$ cat src/rtl/picoblaze_led_pwm.sv
// rtl/picoblaze_led_pwm.sv - PWM dimming and blink gate between the PicoBlaze LED register and the LED pins
//
// Ports:
//   clk           system clock
//   reset         asynchronous, active-high reset
//   port_id       PicoBlaze port address
//   write_strobe  PicoBlaze one-cycle write qualifier
//   out_port      PicoBlaze write data
//   led_pattern   latched LED pattern from the output register
//   led_out       registered LED pin drive (pattern gated by PWM and blink)
//   period_start  one-cycle pulse on the first clk of every PWM period

module picoblaze_led_pwm #(
  parameter int unsigned  PRESCALE     = 196,
  parameter logic [7:0]   DUTY_PORT_ID = 8'h01,
  parameter logic [7:0]   MODE_PORT_ID = 8'h02
) (
  input  logic       clk,
  input  logic       reset,
  input  logic [7:0] port_id,
  input  logic       write_strobe,
  input  logic [7:0] out_port,
  input  logic [7:0] led_pattern,
  output logic [7:0] led_out,
  output logic       period_start
);

  localparam logic [15:0] PRE_MAX = 16'(PRESCALE - 1);

  logic [15:0] pre_cnt;
  logic        tick;
  logic [7:0]  pwm_cnt;
  logic        period_end;

  logic        duty_wr;
  logic        mode_wr;
  logic [7:0]  duty_shadow;
  logic [7:0]  duty_active;

  logic [2:0]  mode_q;
  logic        blink_en;
  logic [6:0]  blink_half_m1;
  logic [6:0]  blink_cnt;
  logic        blink_phase;

  logic        pwm_on;

  // Prescaler and PWM ramp
  assign tick       = (pre_cnt == PRE_MAX);
  assign period_end = tick && (pwm_cnt == 8'hFF);

  always_ff @(posedge clk or posedge reset) begin
    if (reset) begin
      pre_cnt <= '0;
      pwm_cnt <= '0;
    end else begin
      pre_cnt <= tick ? 16'd0 : pre_cnt + 16'd1;
      if (tick) begin
        pwm_cnt <= pwm_cnt + 8'd1;
      end
    end
  end

  // Port decode
  assign duty_wr = write_strobe && (port_id == DUTY_PORT_ID);
  assign mode_wr = write_strobe && (port_id == MODE_PORT_ID);

  // Duty is double-buffered so a write only takes effect at a period
  // boundary. A write landing exactly on period_end bypasses the shadow so
  // the firmware does not lose a whole period.
  always_ff @(posedge clk or posedge reset) begin
    if (reset) begin
      duty_shadow <= 8'hFF;
      duty_active <= 8'hFF;
    end else begin
      if (duty_wr) begin
        duty_shadow <= out_port;
      end
      if (period_end) begin
        duty_active <= duty_wr ? out_port : duty_shadow;
      end
    end
  end

  // Mode register: only bits [2:0] are stored
  always_ff @(posedge clk or posedge reset) begin
    if (reset) begin
      mode_q <= '0;
    end else if (mode_wr) begin
      mode_q <= out_port[2:0];
    end
  end

  assign blink_en = mode_q[0];

  // Half-period length in PWM periods, minus one: 16/32/64/128
  always_comb begin
    blink_half_m1 = 7'd15;
    case (mode_q[2:1])
      2'd0: blink_half_m1 = 7'd15;
      2'd1: blink_half_m1 = 7'd31;
      2'd2: blink_half_m1 = 7'd63;
      2'd3: blink_half_m1 = 7'd127;
      default: blink_half_m1 = 7'd15;
    endcase
  end

  // Blink envelope. A mode write restarts the envelope in the "on" phase,
  // and it has priority over a coincident period_end.
  always_ff @(posedge clk or posedge reset) begin
    if (reset) begin
      blink_cnt   <= '0;
      blink_phase <= 1'b1;
    end else if (mode_wr || !blink_en) begin
      blink_cnt   <= '0;
      blink_phase <= 1'b1;
    end else if (period_end) begin
      if (blink_cnt == blink_half_m1) begin
        blink_cnt   <= '0;
        blink_phase <= ~blink_phase;
      end else begin
        blink_cnt <= blink_cnt + 7'd1;
      end
    end
  end

  // 0xFF is special-cased so full brightness is truly constant rather than
  // 255/256.
  assign pwm_on = (duty_active == 8'hFF) ? 1'b1 : (pwm_cnt < duty_active);

  always_ff @(posedge clk or posedge reset) begin
    if (reset) begin
      led_out      <= 8'h00;
      period_start <= 1'b0;
    end else begin
      led_out      <= led_pattern & {8{pwm_on & blink_phase}};
      period_start <= period_end;
    end
  end

endmodule
$ cat config.mk
export PLATFORM = sky130hd
export DESIGN_NAME = picoblaze_led_pwm
export DESIGN_NICKNAME = d
export VERILOG_FILES = /design/src/rtl/picoblaze_led_pwm.sv
export SDC_FILE = /design/constraint.sdc
export NUM_CORES = 1
export LEC_CHECK = 0
export CAP_MARGIN = 20
export CORE_MARGIN = 2
export CORE_UTILIZATION = 56
export DETAILED_ROUTE_END_ITERATION = 16
export DONT_BUFFER_PORTS = 1
export PLACE_DENSITY = 0.71
export SETUP_SLACK_MARGIN = 0.2
export SYNTH_ARGS = -nofsm -noshare
export SYNTH_HDL_FRONTEND = slang
export SYNTH_SLANG_ARGS = --single-unit
$ cat constraint.sdc
create_clock -name clk -period 2.1 [get_ports clk]
set_input_delay 0.42 -clock clk [delete_from_list [all_inputs] [get_ports clk]]
set_output_delay 0.42 -clock clk [all_outputs]
set_load 0.02 [all_outputs]
==> results of run 1 <==
[through the flow]
| step | hold slack, ns | setup slack [ns] |
|---|---|---|
| 2_1_floorplan | 0.4239 | 0.2234 |
| 5_1_grt | 0.05575 | 0.1675 |
| 4_1_cts | 0.02621 | 0.2353 |
| 6_report | 0.02322 | 0.2914 |
| 3_5_place_dp | 0.3910 | 0.1798 |
| 3_3_place_gp | 0.3894 | 0.2320 |
[kinds of logic after synthesis]
kind of cell | after synthesis
XOR/XNOR | 23
AND/OR/NAND/NOR | 109
buffers and inverters | 20
multiplexers | 11
flip-flops | 60
adder cells (fa/ha/maj) | 10
AO/OA/AOI/OAI | 32
[critical path, stage by stage, from the launching register on]
cell and delay [ns]:
dfrtp_1 0.44, nor4_2 0.32, and4_4 0.31, nand4_1 0.20, or3_1 0.39, nand3_1 0.08
[layer usage]
| layer | part of all wire | vias up | global-route usage |
|---|---|---|---|
| met2 | 0.46 | 31 | 0.3140 |
| met4 | 0.022 | 0 | 0.1111 |
| met5 | 0 | - | 0 |
| met3 | 0.034 | 9 | 0.04894 |
| li1 | - | 951 | - |
| met1 | 0.49 | 971 | 0.2858 |
[final cells by class]
cell class              count  area share
multi-input cells         185      0.3942
repair buffers              9     0.02498
well taps                  67     0.02615
clock inverters             3    0.004684
flip-flops and latches     60      0.4750
inverters                  13     0.01522
clock buffers              13     0.05972
[how the worst max path moves through the flow]
stage                                from                  endpoint  slack, ns  cells after the start
global placement    pre_cnt[12]$_DFF_PP0_   blink_phase$_DFFE_PP1P_       0.23                      5
finish               pre_cnt[3]$_DFF_PP0_   blink_phase$_DFFE_PP1P_       0.29                      5
global route         pre_cnt[3]$_DFF_PP0_    pwm_cnt[6]$_DFFE_PP0N_       0.17                      6
CTS                  pre_cnt[0]$_DFF_PP0_   blink_phase$_DFFE_PP1P_       0.24                      6
floorplan                           reset  blink_cnt[0]$_DFFE_PP0P_       0.22                      1
detailed placement   pre_cnt[0]$_DFF_PP0_   blink_phase$_DFFE_PP1P_       0.18                      6
[power breakdown]
part | leakage, nW | total (mW) | internal (mW) | switching (mW)
logic | 0.586 | 0.0575 | 0.0219 | 0.0356
clock network | 0.109 | 1.04 | 0.599 | 0.446
registers | 0.743 | 1.20 | 1.18 | 0.0177
[sequential cells by signal (all words and copies together) (netlist names)]
register,cells
blink_phase,1
mode_q,3
period_start,1
led_out,8
pwm_cnt,8
duty_shadow,8
blink_cnt,7
pre_cnt,16
duty_active,8
[layout by cell type, fill, tap and decap left out, types with 2 or more instances in the layout]
cell type and instances:
nand4_1 11, and2_1 2, mux2_2 11, dfrtp_1 43, nor4_2 3, nor2b_1 2, dfstp_2 17, clkinv_2 3
nor2_1 21, and3_1 4, inv_1 12, o21ai_0 11, a21oi_1 10, buf_4 8, nand3_1 25, clkbuf_8 10
a21o_1 2, ha_1 9, xnor2_1 14, xor2_1 9, nand2_1 25, clkbuf_16 2, nor3_1 2
[what timing repair did]
action | in CTS | in global routing
pin swaps | 0 | 1
resized for setup | 0 | 4
endpoints found under the hold margin | 0 | 0
endpoints found under the setup margin | 1 | 13
gates cloned | 0 | 0
buffers inserted | 4 | 1
==> results.py, run 1 <==
metrics = {
    "critical_path": {
        "critPathCaptureType": "flop",
        "ff2ff_setup_slack_ns": 0.29,
        "rr_worst_depth": 5,
        "rr_endpoint": "blink_phase$_DFFE_PP1P_",
        "critPathKind": "reg -> reg",
        "required_ns": 2.38,
        "startpoint_type": "flop",
        "crit_arrival_ns": 2.09,
        "reg2reg_from": "pre_cnt[3]$_DFF_PP0_",
        "cp_max_fo": 6,
    },
    "placement": {
        "port_buffers": 0,
        "globalplace.congestion": 0.8338,
        "place_inst": 329,
        "hpwl_um": 3395,
        "dpl_cell_area_um2": 2942,
    },
    "finish": {
        "drive_above_1_share": 0.2367,
        "fin_util": 0.6655,
        "antenna_cells": 0,
        "seqCellArea_um2": 1523,
        "multiInputGateArea_um2": 1264,
        "design_area_um2": 3206,
        "instances_no_fill": 350,
        "area_delta_synth_final_pct": 12.37,
        "finalNetCount": 315,
        "fillers": 405,
    },
    "floorplan": {
        "dieHeight_um": 75.38,
        "die_w_um": 75.38,
        "die-area_um2": 5681,
        "core_area_um2": 4817,
        "start_util": 0.5922,
        "ios": 36,
        "rows": 25,
    },
    "timing": {
        "relSlewSlack": 0.5995,
        "setup_viol": 0,
        "worstMarginPinSlew_ns": 0.5996,
        "rsz0062_at_grt": "no",
        "finalCriticalPeriod_ns": 1.809,
        "hold_violations": 0,
        "max_freq_ghz": 0.5529,
        "maxSlewViolCount": 0,
        "finalCritPeriodShare": 0.8612,
        "tns_ns": 0,
        "finClkSkew_ns": 0.008374,
    },
    "routing": {
        "drc": 0,
        "wl_per_cell_um": 14.75,
        "wl_um": 5161,
        "viasPerCell": 5.606,
        "vias": 1962,
        "ant_nets": 0,
        "drt_iter0_drc": 97,
        "dr.pass1.iters": 4,
    },
    "clock_tree": {
        "clk_latency_ns": 0.34,
        "cts-root-buf": "clkbuf_8",
        "clk_pin_slew_worst_paths_ns": 0.07,
        "cts_buffer_depth": 2,
        "htreeDepth": 3,
        "cts_tree": "built",
        "cts_hold_buf": 0,
        "numCtsBuffers": 9,
        "clock-sinks": 60,
    },
    "synth": {
        "ys_warn_count": 0,
        "synthCells": 265,
        "syn_avg_cell_area_um2": 10.77,
        "synth-simple-area-share": 0.2000,
        "yosys.area.top_type": "dfrtp_1",
        "yosys.area_share.adder": 0.04386,
        "synth_compound_area_frac": 0.07807,
        "ys_dominant_reg_cell": "dfrtp_1",
        "syn_nets": 302,
        "syn_area_um2": 2853,
        "synthTopCellsByCount": "dfrtp_1, nand2_1, nand3_1, nor2_1, dfstp_2",
        "synthMuxAreaShare": 0.04342,
        "yosysMostFrequentCell": "dfrtp_1",
        "synth_top_area_share": 0.3772,
        "synth_enable_flop_cells": 0,
        "synthArstFlopShare": 1.000,
        "ys_ff_latch": 60,
        "synth-xor-area-share": 0.07061,
        "ys_seq_area_frac": 0.5338,
        "synth_top_family_by_area": "simple AND/OR/NAND/NOR gates",
        "synth_area_leaders": "dfrtp_1, dfstp_2, ha_1",
        "synth.distinct_cells": 45,
    },
    "worst_hold_path": {
        "hold_class": "in -> async",
    },
    "power": {
        "p_leak_nw": 1.439,
        "vdd_drop_max_mv": 0.5230,
        "finalPower_mw": 2.300,
        "p_per_area_nw_per_um2": 717.4,
    },
    "global_routing": {
        "grt_pass1_vias": 1904,
        "grtUsageTotal": 0.2098,
        "grt_max_degree": 61,
        "overflow": 0,
        "grt_pass1_wl_um": 8776,
        "antenna_found_initial": 0,
    },
    "run_status": {
        "run_status": "complete, no violations",
    },
    "run": {
        "drv_cap": 0,
    },
}
Power figures use the tool's default switching activity.
==> run 2: changes to the inputs <==
--- a/config.mk
+++ b/config.mk
@@ -6,11 +6,13 @@
 export NUM_CORES = 1
 export LEC_CHECK = 0
 export CAP_MARGIN = 20
+export CELL_PAD_IN_SITES_DETAIL_PLACEMENT = 0
+export CELL_PAD_IN_SITES_GLOBAL_PLACEMENT = 1
 export CORE_MARGIN = 2
-export CORE_UTILIZATION = 56
+export CORE_UTILIZATION = 35
 export DETAILED_ROUTE_END_ITERATION = 16
 export DONT_BUFFER_PORTS = 1
-export PLACE_DENSITY = 0.71
+export PLACE_DENSITY_LB_ADDON = 0.1
 export SETUP_SLACK_MARGIN = 0.2
 export SYNTH_ARGS = -nofsm -noshare
 export SYNTH_HDL_FRONTEND = slang
==> run 2 against run 1 <==
Effect of this change:
- the run now ends with negative hold slack left
- maximum frequency up 0.99%
- wire length up 11%
- setup slack better by 0.018 ns
- global-route usage down 6.4 points
- critical path depth unchanged
- utilization down 25 points
- non-clock buffer count down 3
- highest routed layer unchanged
==> results.py, run 2 (synthesis gave the netlist of run 1 again) <==
metrics = {
    "floorplan": {
        "rows": 32,
        "die_w_um": 94.28,
        "dieHeight_um": 94.28,
        "start_util": 0.3654,
        "ios": 36,
        "core_area_um2": 7807,
        "die-area_um2": 8889,
    },
    "clock_tree": {
        "clk_pin_slew_worst_paths_ns": 0.07,
        "cts_hold_buf": 0,
        "numCtsBuffers": 9,
        "cts-root-buf": "clkbuf_8",
        "clock-sinks": 60,
        "clk_latency_ns": 0.34,
        "cts_buffer_depth": 2,
        "htreeDepth": 3,
        "cts_tree": "built",
    },
    "timing": {
        "relSlewSlack": 0.5756,
        "finalCriticalPeriod_ns": 1.791,
        "maxSlewViolCount": 0,
        "hold_violations": 4,
        "max_freq_ghz": 0.5584,
        "tns_ns": 0,
        "finalHoldWorstSlack_ns": -0.003655,
        "rsz0062_at_grt": "no",
        "setup_ws_ns": 0.3091,
        "finClkSkew_ns": 0.009411,
        "setup_viol": 0,
        "worstMarginPinSlew_ns": 0.6353,
        "finalCritPeriodShare": 0.8528,
    },
    "routing": {
        "drt_iter0_drc": 55,
        "vias": 1939,
        "wl_per_cell_um": 14.93,
        "wl_um": 5704,
        "viasPerCell": 5.076,
        "ant_nets": 0,
        "drc": 0,
        "dr.pass1.iters": 4,
    },
    "critical_path": {
        "path_buf_inv": 0,
        "crit_arrival_ns": 2.06,
        "critPathMaxStageDelay_ns": 0.42,
        "cp_top_family": "simple AND/OR/NAND/NOR gates",
        "critPathCaptureType": "flop",
        "critPathKind": "reg -> reg",
        "critPathLaunch": "pre_cnt[3]$_DFF_PP0_",
        "startpoint_type": "flop",
        "cp_max_fo": 8,
        "crit_chain": "nor4_1 > and4_4 > nand4_1 > or3_1 > nand3_1",
        "cp_slowest_cell": "dfrtp_1",
        "required_ns": 2.37,
        "reg2reg_from": "pre_cnt[3]$_DFF_PP0_",
    },
    "power": {
        "finalPower_mw": 2.212,
        "p_leak_nw": 1.414,
        "p_per_area_nw_per_um2": 688.9,
        "vdd_drop_max_mv": 0.3216,
    },
    "finish": {
        "antenna_cells": 0,
        "mostFrequentLayoutCell": "dfrtp_1",
        "regMostFlops": "pre_cnt",
        "area_delta_synth_final_pct": 12.54,
        "largest_register_ffs": 16,
        "final_cell_mix": "dfrtp_1, nand2_1, nand3_1",
        "fin_util": 0.4112,
        "drive_above_1_share": 0.2250,
        "finalNetCount": 312,
    },
    "placement": {
        "port_buffers": 0,
        "dp_slack_ns": 0.1380,
        "hpwl_um": 3915,
        "globalplace.congestion": 0.7263,
    },
    "global_routing": {
        "grt_max_degree": 40,
        "grt.met1_usage": 0.1936,
        "grt_pass1_vias": 1980,
        "antenna_found_initial": 0,
        "globalRoute.busiestLayer": "met2",
        "grt_pass1_wl_um": 9963,
        "overflow": 0,
        "use_met3": 0.04655,
        "grtUsageTotal": 0.1454,
        "met2_usage": 0.2185,
    },
    "run_status": {
        "run_status": "finished, violations left",
        "violations": "negative hold slack",
    },
    "worst_hold_path": {
        "hold_class": "in -> async",
    },
    "run": {
        "drv_cap": 0,
    },
}
## run 2: routing by layer
layer  share of wire  vias up
li1                -      947
met1            0.48      947
met2            0.46       35
met3           0.043       10
met4           0.017        0
met5               0        -
## run 2: final cells by class
type | instances | area, um^2
clock buffers | 14 | 172.7
well taps | 102 | 127.6
fillers | 794 | 4597
repair buffers | 6 | 57.56
clock inverters | 2 | 10.01
multi-input cells | 185 | 1271
flip-flops and latches | 60 | 1523
inverters | 13 | 48.80
## run 2: path summary, 6_finish.rpt
| kind | to | cells past startpoint | slack (ns) |
|---|---|---|---|
| setup / recovery | blink_phase$_DFFE_PP1P_ | 5 | 0.31 |
| hold / removal | blink_cnt[5]$_DFFE_PP0P_ | 1 | -0.004 |
| setup reg to reg | blink_phase$_DFFE_PP1P_ | 5 | 0.31 |
| hold reg to reg | duty_active[0]$_DFFE_PP1P_ | 2 | 0.48 |
| max in group asynchronous | duty_active[7]$_DFFE_PP1P_ | 2 | 1.44 |
| min in group clk | led_out[5]$_DFF_PP0_ | 2 | 0.20 |
## run 2: timing repair
action | CTS | global route
cloned | 0 | 0
setup buffers | 0 | 2
endpoints found under the hold margin | 0 | 0
pin swaps | 1 | 0
setup endpoints to repair | 9 | 13
gates resized for setup | 1 | 4
## run 2: power by group
part	switching (mW)	total [mW]	internal [mW]	leakage, nW
sequential	0.0174	1.20	1.18	0.743
combinational	0.0374	0.0591	0.0216	0.574
clock	0.433	0.955	0.522	0.0965
## run 2: through the flow
stage	instance area (um^2)	std cells
finish	3211	382
CTS	3172	380
global route	3211	382
floorplan	2853	265
global placement	2985	364
detailed placement	2985	364
